==> config.mk <==
export PLATFORM = sky130hd
export DESIGN_NAME = cnt_ld_arb_ctrl
export DESIGN_NICKNAME = d
export VERILOG_FILES = /design/src/rtl/cnt_ld_arb_ctrl.sv
export SDC_FILE = /design/constraint.sdc
export NUM_CORES = 1
export LEC_CHECK = 0
export CAP_MARGIN = 10
export CELL_PAD_IN_SITES_DETAIL_PLACEMENT = 1
export CELL_PAD_IN_SITES_GLOBAL_PLACEMENT = 2
export CORE_AREA = 2 2 41 80
export CTS_BUF_LIST = sky130_fd_sc_hd__clkbuf_4 sky130_fd_sc_hd__clkbuf_8
export DETAILED_ROUTE_END_ITERATION = 8
export DIE_AREA = 0 0 43 82
export PLACE_DENSITY = 0.73
export SLEW_MARGIN = 15
export SYNTH_ARGS = -nofsm -noshare
export SYNTH_HDL_FRONTEND = slang
export SYNTH_SLANG_ARGS = --single-unit
==> constraint.sdc <==
create_clock -name clk_i -period 1.81 [get_ports clk_i]
set_input_delay 0.2715 -clock clk_i [delete_from_list [all_inputs] [get_ports clk_i]]
set_output_delay 0.2715 -clock clk_i [all_outputs]
set_load 0.02 [all_outputs]
==> src/rtl/cnt_ld_arb_ctrl.sv <==
// cnt_ld_arb_ctrl: two-requester round-robin interval controller for a
// CNT_W-bit loadable up-counter. The winner's preset is loaded, the counter
// runs to its terminal carry, and a one-cycle done pulse goes back to the winner.
// Optional feature macro: CNT_LD_ARB_ABORT_EN adds abort_i, which cancels
// an interval in LOAD or RUN without producing a done pulse.
module cnt_ld_arb_ctrl #(
  parameter int unsigned CNT_W = 4
) (
  input  logic             clk_i,
  input  logic             rst_i,
  input  logic             req0_i,
  input  logic             req1_i,
  input  logic [CNT_W-1:0] pre0_i4,
  input  logic [CNT_W-1:0] pre1_i4,
`ifdef CNT_LD_ARB_ABORT_EN
  input  logic             abort_i,
`endif
  input  logic             C_i,
  output logic             gnt0_o,
  output logic             gnt1_o,
  output logic             done0_o,
  output logic             done1_o,
  output logic             ld_o,
  output logic             cnt_o,
  output logic [CNT_W-1:0] data_o4,
  output logic             busy_o
);

  typedef enum logic [1:0] {IDLE, LOAD, RUN, DONE} state_e;

  state_e           state_q, state_d;
  logic             owner_q, owner_d;   // 0: requester 0 owns, 1: requester 1
  logic             last_q,  last_d;    // last-served requester
  logic [CNT_W-1:0] preset_q, preset_d;
  logic             win;
  logic             abort_w;

  logic             gnt0_q, gnt1_q, done0_q, done1_q, ld_q, cnt_q, busy_q;
  logic [CNT_W-1:0] data_q;

`ifdef CNT_LD_ARB_ABORT_EN
  assign abort_w = abort_i;
`else
  assign abort_w = 1'b0;
`endif

  // Round-robin winner: a lone request always wins, a tie goes to the
  // requester that was not served last.
  always_comb begin
    win = 1'b0;
    if (req0_i && req1_i) win = ~last_q;
    else                  win = req1_i;
  end

  // Next-state, owner, pointer and preset-capture logic.
  always_comb begin
    state_d  = state_q;
    owner_d  = owner_q;
    last_d   = last_q;
    preset_d = preset_q;
    case (state_q)
      IDLE: begin
        if (req0_i || req1_i) begin
          owner_d  = win;
          preset_d = win ? pre1_i4 : pre0_i4;
          state_d  = LOAD;
        end
      end
      LOAD: begin
        if (abort_w) begin
          last_d  = owner_q;
          state_d = IDLE;
        end else begin
          state_d = RUN;
        end
      end
      RUN: begin
        if (abort_w) begin
          last_d  = owner_q;
          state_d = IDLE;
        end else if (C_i) begin
          state_d = DONE;
        end
      end
      DONE: begin
        last_d  = owner_q;
        state_d = IDLE;
      end
      default: state_d = IDLE;
    endcase
  end

  // State registers; outputs are registered from the next-state decode so
  // they always equal a decode of the current registered state/owner/preset.
  always_ff @(posedge clk_i) begin
    if (rst_i) begin
      state_q  <= IDLE;
      owner_q  <= 1'b0;
      last_q   <= 1'b1;
      preset_q <= '0;
      gnt0_q   <= 1'b0;
      gnt1_q   <= 1'b0;
      done0_q  <= 1'b0;
      done1_q  <= 1'b0;
      ld_q     <= 1'b0;
      cnt_q    <= 1'b0;
      busy_q   <= 1'b0;
      data_q   <= '0;
    end else begin
      state_q  <= state_d;
      owner_q  <= owner_d;
      last_q   <= last_d;
      preset_q <= preset_d;
      gnt0_q   <= (state_d != IDLE) && !owner_d;
      gnt1_q   <= (state_d != IDLE) &&  owner_d;
      done0_q  <= (state_d == DONE) && !owner_d;
      done1_q  <= (state_d == DONE) &&  owner_d;
      ld_q     <= (state_d == LOAD);
      cnt_q    <= (state_d == RUN);
      busy_q   <= (state_d != IDLE);
      data_q   <= ((state_d == LOAD) || (state_d == RUN)) ? preset_d : '0;
    end
  end

  assign gnt0_o  = gnt0_q;
  assign gnt1_o  = gnt1_q;
  assign done0_o = done0_q;
  assign done1_o = done1_q;
  assign ld_o    = ld_q;
  assign cnt_o   = cnt_q;
  assign busy_o  = busy_q;
  assign data_o4 = data_q;

endmodule

# Yosys cells after proc, flatten, opt, wreduce, memory -nomap -nowiden
# Cells that the tools add are included.
# classes
muxes,9
eq_ne,6
n_reduce_logical,11
n_bitwise,2
# ops
operator,n
$mux W4,3
$eq A2 B2 Y1 const B,4
$pmux W2 S4,1
$logic_and A1 B1 Y1,5
$eq A2 B1 Y1 const B,2
$mux W2,2
$mux W1,3
$logic_not A2 Y1,1
$logic_or A1 B1 Y1,2
$not A1 Y1,2
$reduce_bool A2 Y1,1
$reduce_or A2 Y1,1
$logic_not A1 Y1,1
# word_totals
ff_bits,19
in_bits,13

# Depth between registers and ports, before layout
# logic_depth
ltp_word,7
ltp_mapped,7
depth_no_buf,7

# Worst setup path after synthesis
# Ideal clock, no wire load.
# synth_path
path_type,flip-flop to flip-flop
from,register state_q[0]
to,"register data_q[0], in the netlist data_o4[0]"
setup_slack_ns,0.375
setup_ns,0.078
required_ns,1.732
t_arrival_ns,1.358
synth_period_minus_slack_ns,1.435
path_stages_with_launch,7
n_path_buf,0
path_cell_list,dfxtp_1 inv_1 ha_1 o21a_1 ha_1 nand2b_1 nor3_1
# synth_between
elab_chain_len,6
# synth_rtl
item,line_no,source
start: declaration,31,"state_e state_q, state_d;"
start signal: assignment,110,state_q <= state_d;
"$eq A2 B2 Y1, or another cell as far along",61,case (state_q)
$pmux W2 S4,61,
$eq A2 B1 Y1 / $eq A2 B2 Y1 (equally long branches),121,data_q <= ((state_d == LOAD) || (state_d == RUN)) ? preset_d : '0;
$logic_or A1 B1 Y1,121,
$not A1 Y1 (no source line),-,
$reduce_or A2 Y1 (no source line),-,
end signal: assignment,121,
end: declaration,39,logic [CNT_W-1:0] data_q;
# Parallel ways exist; a longest one is shown, timed or not.
# A chain may end at the register's enable or synchronous reset.

# Final worst setup path
# layout_path
from,register state_q[0]
to,"register data_q[1], in the netlist data_o4[1]"
# Same word-level chain as after synthesis.

==> results.py <==
metrics = {
    "outcome": {
        "outcome": "finished, final reports clean",
    },
    "timing": {
        "setup_violations": 0,
        "rsz0062_at_grt": "false",
        "hold_violations": 0,
        "fin_hold_ws_ns": 0.490,
        "tightest_slew_ns": 0.423,
        "skew_ns": 0.00127,
        "period_share_pct": 89.6,
        "slew_headroom_pct": 71.7,
        "fin_crit_ns": 1.62,
        "clock.fmax_mhz": 617,
        "finalMaxSlewViolations": 0,
    },
    "flow_run": {
        "maxCapViolCount": 0,
    },
    "cts": {
        "cts_inserted_buffers": 3,
        "clock_sink_count": 19,
        "cts-htree-levels": 1,
        "post_cts_buffers": 0,
        "cts_hold_buf": 0,
        "clk_latency_ns": 0.25,
        "max-clock-path-buffers": 2,
        "cts_tree": "built",
        "clkTransAtPathRegs_ns": 0.06,
        "cts_resized": 0,
        "cts_root_buf": "clkbuf_8",
    },
    "power_and_ir_drop": {
        "peakVddDrop_mv": 0.687,
        "pwr-share-clk_pct": 21.0,
        "internal_power_uw": 965,
        "power_leakage_nw": 0.484,
        "power_switching_uw": 449,
        "power_frac_comb_pct": 40.4,
        "powerDensity_mw_per_mm2": 1220,
        "swShare_pct": 31.7,
        "sequentialPowerShare_pct": 38.6,
    },
    "worst_setup_path": {
        "arrival_ns": 1.79,
        "worstPathCellList": "inv_1 > ha_1 > o21a_1 > ha_1 > nand2b_1 > nor3_1",
        "path_buf_inv": 1,
        "slowest_stage": "dfxtp_1",
        "cpPeakStageDelay_ns": 0.37,
        "critPathKind": "reg2reg",
        "crit_path_start_kind": "flop",
        "worst-path-max-fanout": 4,
        "crit_required_ns": 1.98,
        "critPathCaptureType": "flop",
        "cp_top_family": "adder cells",
        "cp_common_cell": "ha_1",
    },
    "floorplanning": {
        "core_sq_mm": 0.00294,
        "die_y_um": 82,
        "ios": 24,
        "die-area_sq_mm": 0.00353,
        "num_rows": 28,
        "die_x_um": 43,
        "initial_core_util_pct": 26.4,
    },
    "detailed_routing": {
        "drt_first_pass_iters": 2,
        "vias": 652,
        "viasPerCell": 4.66,
        "ant_nets": 0,
        "finalWirelength_um": 1740,
        "drc": 0,
        "routedWlPerCell_um": 12.4,
        "dr.first_iter.drc_count": 4,
    },
    "placement": {
        "gp_congestion": 0.714,
        "portBuffers": 23,
        "dp_hpwl_um": 1480,
        "place_inst": 136,
    },
    "layout": {
        "num_antenna_cells": 0,
        "fin_nets": 132,
        "syn_to_final_growth_pct": 49.0,
        "drive_above_1_share_pct": 19.1,
        "fin_util_pct": 39.3,
        "instances_no_fill": 140,
    },
    "yosys": {
        "synth_area_leaders": "dfxtp_1, ha_1, nor3_1, and2_2, nor2_1",
        "synth_cell_types": 22,
        "postSynthAreaPerCell_sq_um": 10.5,
        "yosysTopAreaCell": "dfxtp_1",
        "ys_seq_elements": 19,
        "synth_sequential_area_ratio_pct": 49.0,
        "syn-num-nets": 95,
        "yosysWarnings": 0,
        "synth_top_area_share_pct": 49.0,
        "syn_inst": 74,
        "syn_area_sq_um": 777,
    },
    "min_path": {
        "hold_path_class": "reg2reg",
    },
    "global_routing": {
        "grt_max_degree": 13,
        "grt_pass1_wl_um": 2940,
        "grt_pass1_vias": 725,
        "track_usage_pct": 11.3,
        "grt_overflow": 0,
        "antenna_found_initial": 0,
    },
}
-- layer usage --
metal	track usage (%)	up-vias	wire, um
met5	0	-	0
met4	6.36	0	32
met3	1.98	4	39
met2	23.8	8	1100
met1	8.98	312	561
li1	-	328	-
-- registers in the layout, summed over array words and instances (netlist names) --
signal / flops
cnt_o: 1
done1_o: 1
ld_o: 1
data_o4: 4
state_q: 2
gnt1_o: 1
done0_o: 1
preset_q: 4
busy_o: 1
gnt0_o: 1
last_q: 1
owner_q: 1
-- kinds of logic (layout without fill, tap and decap cells) --
group	count (synthesis)	after routing	synth area share (%)
adder cells (fa/ha/maj)	8	8	12.9
AO/OA/AOI/OAI	12	12	13.8
buffers and inverters	5	41	3.38
AND/OR/NAND/NOR	30	30	20.9
flip-flops	19	19	49.0
-- path summary, 6_finish.rpt --
check	start	endpoint	slack (ns)	cells after the start
max	state_q[0]	data_o4[1]	0.19	6
min	owner_q	last_q	0.49	1
max reg2reg	state_q[0]	data_o4[1]	0.19	6
min reg2reg	owner_q	last_q	0.49	1
-- power groups by stage --
stage	combinational, mW	sequential [mW]	clock, mW
3_5_place_dp	0.583	0.558	0
3_3_place_gp	0.573	0.556	0
6_report	0.571	0.546	0.297
5_1_grt	0.643	0.555	0.327
2_1_floorplan	0.238	0.628	0
4_1_cts	0.587	0.549	0.308
-- layout make-up --
cell class | instances | area, sq um
fillers | 350 | 1790
flip-flops and latches | 19 | 380
multi-input cells | 50 | 370
repair buffers | 33 | 305
clock buffers | 4 | 48.8
well taps | 30 | 37.5
inverters | 4 | 15.0
-- cell usage after synthesis --
cell type,number
a221oi_1,3
a32oi_1,1
inv_1,4
and3b_1,1
nor2_1,8
a21bo_4,1
nand2_2,1
nor3b_1,1
a211o_1,1
dfxtp_1,19
and2_2,4
nor3_1,9
a221oi_2,1
ha_1,8
o21a_1,2
and2_1,1
nand2_1,1
o21ai_0,2
o31ai_1,1
nor2b_1,3
buf_6,1
nand2b_1,1
-- placed cells by master (no fill, tap or decap) --
cell,count
nor3_1,9
nor2b_1,3
nand2_2,1
and2_1,1
dfxtp_1,19
nand2_1,1
o31ai_1,1
buf_4,10
inv_1,4
o21ai_0,2
clkbuf_8,3
nor2_1,8
clkbuf_4,1
a211o_1,1
nor3b_1,1
a221oi_2,1
a21bo_4,1
nand2b_1,1
o21a_1,2
clkdlybuf4s50_1,23
and3b_1,1
ha_1,8
a221oi_1,3
and2_2,4
a32oi_1,1
-- metrics by stage --
stage,power (mW),worst slack (ns),cell area [sq um],TNS (ns)
global route,1.52,0.0310,1160,0
floorplan,0.866,0.375,777,0
CTS,1.44,0.158,1160,0
detailed placement,1.14,-0.0102,1110,-0.0102
global placement,1.13,-0.00575,1110,-0.00575
finish,1.41,0.188,1160,0
-- worst register-to-register path, delay by kind of cell, from the launching register on --
kind                     cells  cell delay (ns)
adder cells (fa/ha/maj)      2             0.52
AO/OA/AOI/OAI                1             0.24
AND/OR/NAND/NOR              2             0.32
flip-flops                   1             0.37
buffers and inverters        1             0.09
No activity file was read; power rests on OpenSTA's default activity.
